## config.mk

```make
export PLATFORM = sky130hd
export DESIGN_NAME = muldiv_unit
export DESIGN_NICKNAME = d
export VERILOG_FILES = /design/src/rtl/muldiv_pkg.sv /design/src/rtl/muldiv_step.sv /design/src/rtl/muldiv_unit.sv
export SDC_FILE = /design/constraint.sdc
export NUM_CORES = 2
export LEC_CHECK = 0
export BUFFER_PORTS_ARGS = -buffer_cell sky130_fd_sc_hd__buf_2
export CORE_ASPECT_RATIO = 1.2
export CORE_MARGIN = 2
export CORE_UTILIZATION = 35
export CTS_CLUSTER_DIAMETER = 60
export CTS_CLUSTER_SIZE = 40
export DETAILED_ROUTE_END_ITERATION = 8
export GPL_TIMING_DRIVEN = 0
export SYNTH_ARGS = -nofsm -noshare
export SYNTH_HDL_FRONTEND = slang
export SYNTH_SLANG_ARGS = --single-unit
```

## constraint.sdc

```tcl
create_clock -name clk -period 5.38 [get_ports clk]
set_clock_uncertainty 0.15 [all_clocks]
set_input_delay 0.269 -clock clk [delete_from_list [all_inputs] [get_ports clk]]
set_output_delay 0.269 -clock clk [all_outputs]
set_load 0.01 [all_outputs]
```

## src/rtl/muldiv_pkg.sv

```systemverilog
// rtl/muldiv_pkg.sv - shared types and op predicates for the iterative multiply/divide unit
package muldiv_pkg;

  typedef enum logic [2:0] {
    OP_MUL    = 3'b000,
    OP_MULH   = 3'b001,
    OP_MULHSU = 3'b010,
    OP_MULHU  = 3'b011,
    OP_DIV    = 3'b100,
    OP_DIVU   = 3'b101,
    OP_REM    = 3'b110,
    OP_REMU   = 3'b111
  } op_e;

  typedef enum logic [2:0] {
    S_IDLE,
    S_PREP,
    S_CALC,
    S_FIX,
    S_DONE
  } state_e;

  function automatic logic is_div(input op_e op);
    return op[2];
  endfunction

  function automatic logic is_signed_a(input op_e op);
    return (op == OP_MULH) || (op == OP_MULHSU) || (op == OP_DIV) || (op == OP_REM);
  endfunction

  function automatic logic is_signed_b(input op_e op);
    return (op == OP_MULH) || (op == OP_DIV) || (op == OP_REM);
  endfunction

endpackage

```

## src/rtl/muldiv_step.sv

```systemverilog
// rtl/muldiv_step.sv - one bit of shift-add multiply or restoring divide
module muldiv_step #(
  parameter int Nbits = 64
) (
  input  logic             div,
  input  logic [Nbits-1:0] hi,
  input  logic [Nbits-1:0] lo,
  input  logic [Nbits-1:0] operand,
  output logic [Nbits-1:0] hi_next,
  output logic [Nbits-1:0] lo_next
);

  logic [Nbits:0] sum;
  logic [Nbits:0] rem_sh;
  logic [Nbits:0] diff;

  // hi is the partial product / partial remainder, lo the multiplier / quotient
  always_comb begin
    sum    = {1'b0, hi} + (lo[0] ? {1'b0, operand} : '0);
    rem_sh = {hi, lo[Nbits-1]};
    diff   = rem_sh - {1'b0, operand};
    if (div) begin
      hi_next = diff[Nbits] ? rem_sh[Nbits-1:0] : diff[Nbits-1:0];
      lo_next = {lo[Nbits-2:0], ~diff[Nbits]};
    end else begin
      hi_next = sum[Nbits:1];
      lo_next = {sum[0], lo[Nbits-1:1]};
    end
  end

endmodule

```

## src/rtl/muldiv_unit.sv

```systemverilog
// rtl/muldiv_unit.sv - iterative RV M-extension multiply/divide unit with busy/done handshake
module muldiv_unit
  import muldiv_pkg::*;
#(
  parameter int Nbits = 64,
  parameter int BPC   = 1
) (
  input  logic             clk,
  input  logic             rst,
  input  logic             start,
  input  logic [2:0]       op,
  input  logic [Nbits-1:0] a,
  input  logic [Nbits-1:0] b,
  input  logic             kill,
  output logic             busy,
  output logic             done,
  output logic [Nbits-1:0] result
);

  localparam int C  = Nbits / BPC;
  localparam int CW = $clog2(C);
  localparam logic [CW-1:0]    LAST    = CW'(C - 1);
  localparam logic [Nbits-1:0] MOST_NEG = {1'b1, {(Nbits-1){1'b0}}};

  state_e           state;
  op_e              op_q;
  logic [Nbits-1:0] hi_q;
  logic [Nbits-1:0] lo_q;
  logic [Nbits-1:0] b_q;
  logic             neg_q;
  logic [CW-1:0]    cnt_q;

  logic [Nbits-1:0] hi_c [0:BPC];
  logic [Nbits-1:0] lo_c [0:BPC];

  assign hi_c[0] = hi_q;
  assign lo_c[0] = lo_q;

  for (genvar g = 0; g < BPC; g++) begin : g_step
    muldiv_step #(.Nbits(Nbits)) u_step (
      .div     (is_div(op_q)),
      .hi      (hi_c[g]),
      .lo      (lo_c[g]),
      .operand (b_q),
      .hi_next (hi_c[g+1]),
      .lo_next (lo_c[g+1])
    );
  end

  // PREP: lo_q/b_q still hold the raw operands here
  logic             sa, sb, prep_neg, special;
  logic [Nbits-1:0] mag_a, mag_b, special_res;

  always_comb begin
    sa       = is_signed_a(op_q) & lo_q[Nbits-1];
    sb       = is_signed_b(op_q) & b_q[Nbits-1];
    mag_a    = sa ? -lo_q : lo_q;
    mag_b    = sb ? -b_q : b_q;
    prep_neg = (op_q == OP_REM) ? sa : (sa ^ sb);
    special  = 1'b0;
    special_res = '0;
    if (is_div(op_q) && (b_q == '0)) begin
      special     = 1'b1;
      special_res = op_q[1] ? lo_q : '1;
    end else if (((op_q == OP_DIV) || (op_q == OP_REM)) && (lo_q == MOST_NEG) && (b_q == '1)) begin
      special     = 1'b1;
      special_res = op_q[1] ? '0 : lo_q;
    end
  end

  // FIX: hi_q:lo_q is the magnitude product, or remainder:quotient
  logic [2*Nbits-1:0] prod;
  logic [Nbits-1:0]   div_sel, fix_res;

  always_comb begin
    prod    = {hi_q, lo_q};
    if (neg_q) prod = -prod;
    div_sel = op_q[1] ? hi_q : lo_q;
    if (neg_q) div_sel = -div_sel;
    if (is_div(op_q))
      fix_res = div_sel;
    else if (op_q == OP_MUL)
      fix_res = prod[Nbits-1:0];
    else
      fix_res = prod[2*Nbits-1:Nbits];
  end

  always_ff @(posedge clk or negedge rst) begin
    if (!rst) begin
      state  <= S_IDLE;
      op_q   <= OP_MUL;
      hi_q   <= '0;
      lo_q   <= '0;
      b_q    <= '0;
      neg_q  <= 1'b0;
      cnt_q  <= '0;
      busy   <= 1'b0;
      done   <= 1'b0;
      result <= '0;
    end else if (kill) begin
      state <= S_IDLE;
      busy  <= 1'b0;
      done  <= 1'b0;
    end else begin
      done <= 1'b0;
      case (state)
        S_IDLE, S_DONE: begin
          if (start) begin
            op_q  <= op_e'(op);
            lo_q  <= a;
            b_q   <= b;
            hi_q  <= '0;
            state <= S_PREP;
            busy  <= 1'b1;
          end else begin
            state <= S_IDLE;
          end
        end
        S_PREP: begin
          if (special) begin
            result <= special_res;
            state  <= S_DONE;
            busy   <= 1'b0;
            done   <= 1'b1;
          end else begin
            lo_q  <= mag_a;
            b_q   <= mag_b;
            hi_q  <= '0;
            neg_q <= prep_neg;
            cnt_q <= '0;
            state <= S_CALC;
          end
        end
        S_CALC: begin
          hi_q  <= hi_c[BPC];
          lo_q  <= lo_c[BPC];
          cnt_q <= cnt_q + CW'(1);
          if (cnt_q == LAST) state <= S_FIX;
        end
        S_FIX: begin
          result <= fix_res;
          state  <= S_DONE;
          busy   <= 1'b0;
          done   <= 1'b1;
        end
        default: begin
          state <= S_IDLE;
          busy  <= 1'b0;
        end
      endcase
    end
  end

endmodule
```

==> results by group <==
Finish
  – Post-layout util: 42.2%
  – NumNets Final: 4890
  – Share of cells above drive strength 1: 10.8%
  – Area grow syn2layout: 19.8%

Worst setup path
  – CP top delay family: buffers and inverters
  – Crit path kind: reg2reg
  – Crit path cell chain: clkbuf_1 > clkbuf_1 > buf_1 > clkbuf_1 > clkbuf_2 > a21oi_1 > o21ai_0
  – WP data required: 5770 ps
  – Buffers & Inverters on Critical Path: 5
  – Worst Path Max Fanout: 10
  – Critical-path top delay cell: clkbuf_1
  – Top cell by count, worst path: clkbuf_1
  – Startpoint Class: flip-flop
  – Worst path max stage delay: 1120 ps
  – Crit. End Element: flip-flop
  – CP arrival: 6050 ps

STA
  – Count of final setup violators: 13
  – Worst Max-Slew Pin Slew: 1540 ps
  – Worst Slack Setup Final: -278 ps
  – Slew Viols, Final: 20
  – Fin Hold WS: 37.0 ps
  – Fmax: 0.177 GHz
  – RSZ-0062 raised after global routing: no
  – Fin. Hold Viols: 0
  – Max_slew headroom: -2.71%
  – Crit path time final: 5660 ps
  – Tcrit/Tclk final: 105%
  – Setup TNS: -1220 ps

GRT
  – Tot GR Track Use: 42.4%
  – Number of global-route vias before repair: 36500
  – Remaining Overflow, GRT: 0
  – Largest net degree at the start of global routing: 100
  – Antenna violations before repair: 10
  – First-pass GRT wire length: 270 mm

Clock network
  – Worst-skew pair later-pin latency: 650 ps
  – Clock Tree Root: clkbuf_16
  – Clock Sinks: 271
  – Total CTS buffers: 45
  – Clock transition at path regs: 70 ps
  – CTS tree: done
  – Max Root-Sink Buffers: 3
  – H-tree Lvls: 2

Logic synthesis
  – Cell area after synthesis: 0.0303 mm^2
  – Top cell type's share of synthesized area: 22.4%
  – Synth area leader: dfrtp_1
  – Syn nets: 4490
  – Top FF cell, synth: dfrtp_1
  – Synth unique cells: 83
  – Async SR Flop Fraction: 100%
  – Synth warn: 0
  – Cells after Synth: 4220
  – Synth area leaders: dfrtp_1 22%, o21ai_0 7.8%, a21oi_1 6.0%
  – Post-synth EDFFs: 0
  – Post-synthesis sequential area ratio: 22.4%
  – Mean Syn Cell Area: 7.17 um^2
  – Post-synthesis register bit count: 271

Run status
  – Failing checks: capacitance limit, slew limit, setup timing
  – Status: complete, but fails checks

Placed design
  – GPL Wtd Cong: 1.05
  – Place WS: -4370 ps
  – Port buffer count: 199
  – HPWL Detailed: 151 mm

Power and ir drop
  – Leakage power: 15.1 nW
  – Power per cell area: 514 mW/mm^2
  – Max VDD drop: 0.000340 V
  – Tot Pwr: 18.6 mW

Route
  – Via count: 37500
  – Initial DRC Count: 4346
  – # DRC: 0
  – Total iterations of the first detailed-routing run: 6
  – Final ANT Viol Nets: 0
  – Vias per cell: 6.47
  – Routed len/inst: 33.4 um
  – Routed WL: 194 mm

Floorplan
  – Core box area: 0.0859 mm^2
  – Initial core utilization: 35.2%
  – Die ar.: 0.0888 mm^2
  – Die height: 326 um
  – Ports: 201
  – Site row count: 118
  – Die W: 272 um

Min path
  – HP Class: in2async

Flow run
  – Max-cap violations: 2
## synth_stat cells, drive strengths merged, types with 15 or more instances
cell type and number:
o41ai 15, a211oi 27, o21a 15, nand4 67
nor3 126, nand3 97, xnor2 152, a221oi 41
a21o 64, xor2 143, and3 22, or4 36
o211ai 40, mux2i 85, nor2b 21, clkbuf 302
or3 72, a22oi 54, nand2b 27, inv 122
nor4 42, o21bai 28, a21oi 361, nor2 472
nor3b 16, o31ai 54, dfrtp 271, a222oi 34
or2 25, mux2 50, a31oi 44, o22ai 45
buf 49, o21ai 477, a221o 16, ha 133
nand2 407
## final timing paths
check / slack (ps) / from / depth (start not counted) / endpoint
worst min register to register: 320 / result[12]$_DFFE_PN0P_ / 2 / result[12]$_DFFE_PN0P_
max in group asynchronous: 3440 / rst / 4 / b_q[58]$_DFFE_PN0N_
min in group clk: 230 / op[1] / 4 / op_q[1]$_DFFE_PN0P_
worst min-delay path: 40 / rst / 2 / lo_q[15]$_DFFE_PN0P_
worst max register to register: -280 / op_q[2]$_DFFE_PN0P_ / 7 / result[62]$_DFFE_PN0P_
worst max-delay path: -280 / op_q[2]$_DFFE_PN0P_ / 7 / result[62]$_DFFE_PN0P_
## state kept, by name, summed over array words and instances, names as in the netlist, 3 cells and up
name and flops:
b_q 64, hi_q 64, lo_q 64, result 64, cnt_q 6, op_q 3
state 3
## placed cells by master (no fill, tap or decap), types with 44 or more instances in the layout
cell type / n
nand2_1: 407
nor3_1: 117
mux2_2: 50
nor2_1: 466
o31ai_1: 50
a21o_1: 63
ha_1: 131
or3_1: 71
o21ai_0: 470
xor2_1: 143
a22oi_1: 54
clkbuf_1: 276
dlygate4sd3_1: 133
xnor2_1: 152
inv_1: 122
nand4_1: 66
nand3_1: 96
a31oi_1: 44
clkbuf_16: 47
o22ai_1: 45
mux2i_1: 85
buf_2: 219
a21oi_1: 360
dfrtp_1: 270
## timing repair
item | 4_1_cts | 5_1_grt
endpoints found under the setup margin | 271 | 91
resized for setup | 98 | 20
pin swaps | 7 | 6
hold buffers | 133 | 0
gates cloned | 0 | 0
setup buffers | 13 | 3
endpoints found under the hold margin | 207 | 0
## layer usage
metal / GRT usage, % / vias to the layer above / wire length (um)
li1: - / 16300 / -
met1: 49.5 / 18000 / 72700
met2: 67.9 / 2423 / 87400
met3: 8.20 / 760 / 16000
met4: 33.1 / 10 / 17900
met5: 0 / - / 69
## final cells by class
class | instances | area, um^2
clock buffers | 52 | 1220
flip-flops and latches | 271 | 6780
repair buffers | 357 | 2600
well taps | 1140 | 1430
plain buffers | 347 | 1460
diodes | 8 | 20.0
inverters | 122 | 458
fillers | 9210 | 49700
clock inverters | 30 | 358
multi-input cells | 3476 | 21900
## through the flow
step	area, um^2	std cells
after floorplan	30300	4220
after global placement	32700	5559
after detailed placement	32800	5566
after CTS	36100	5792
after global routing	36200	5795
final	36200	5803
## cell families (layout without fill, tap and decap cells)
logic type / count (synthesis) / in the layout / synth area share, %
other cells: 0 / 8 / 0
fa+ha+maj: 135 / 135 / 5.63
buf+inv: 473 / 908 / 5.99
flops: 271 / 271 / 22.4
simple gates: 1467 / 1467 / 22.9
mux: 135 / 135 / 4.67
compound gates: 1444 / 1444 / 29.9
xor+xnor: 295 / 295 / 8.54
## power breakdown
group / leakage [nW] / internal, mW / switching, mW
registers: 3.38 / 2.67 / 0.812
logic: 11.0 / 3.66 / 8.27
clock network: 0.774 / 1.83 / 1.39
(Power assumes the default switching activity.)
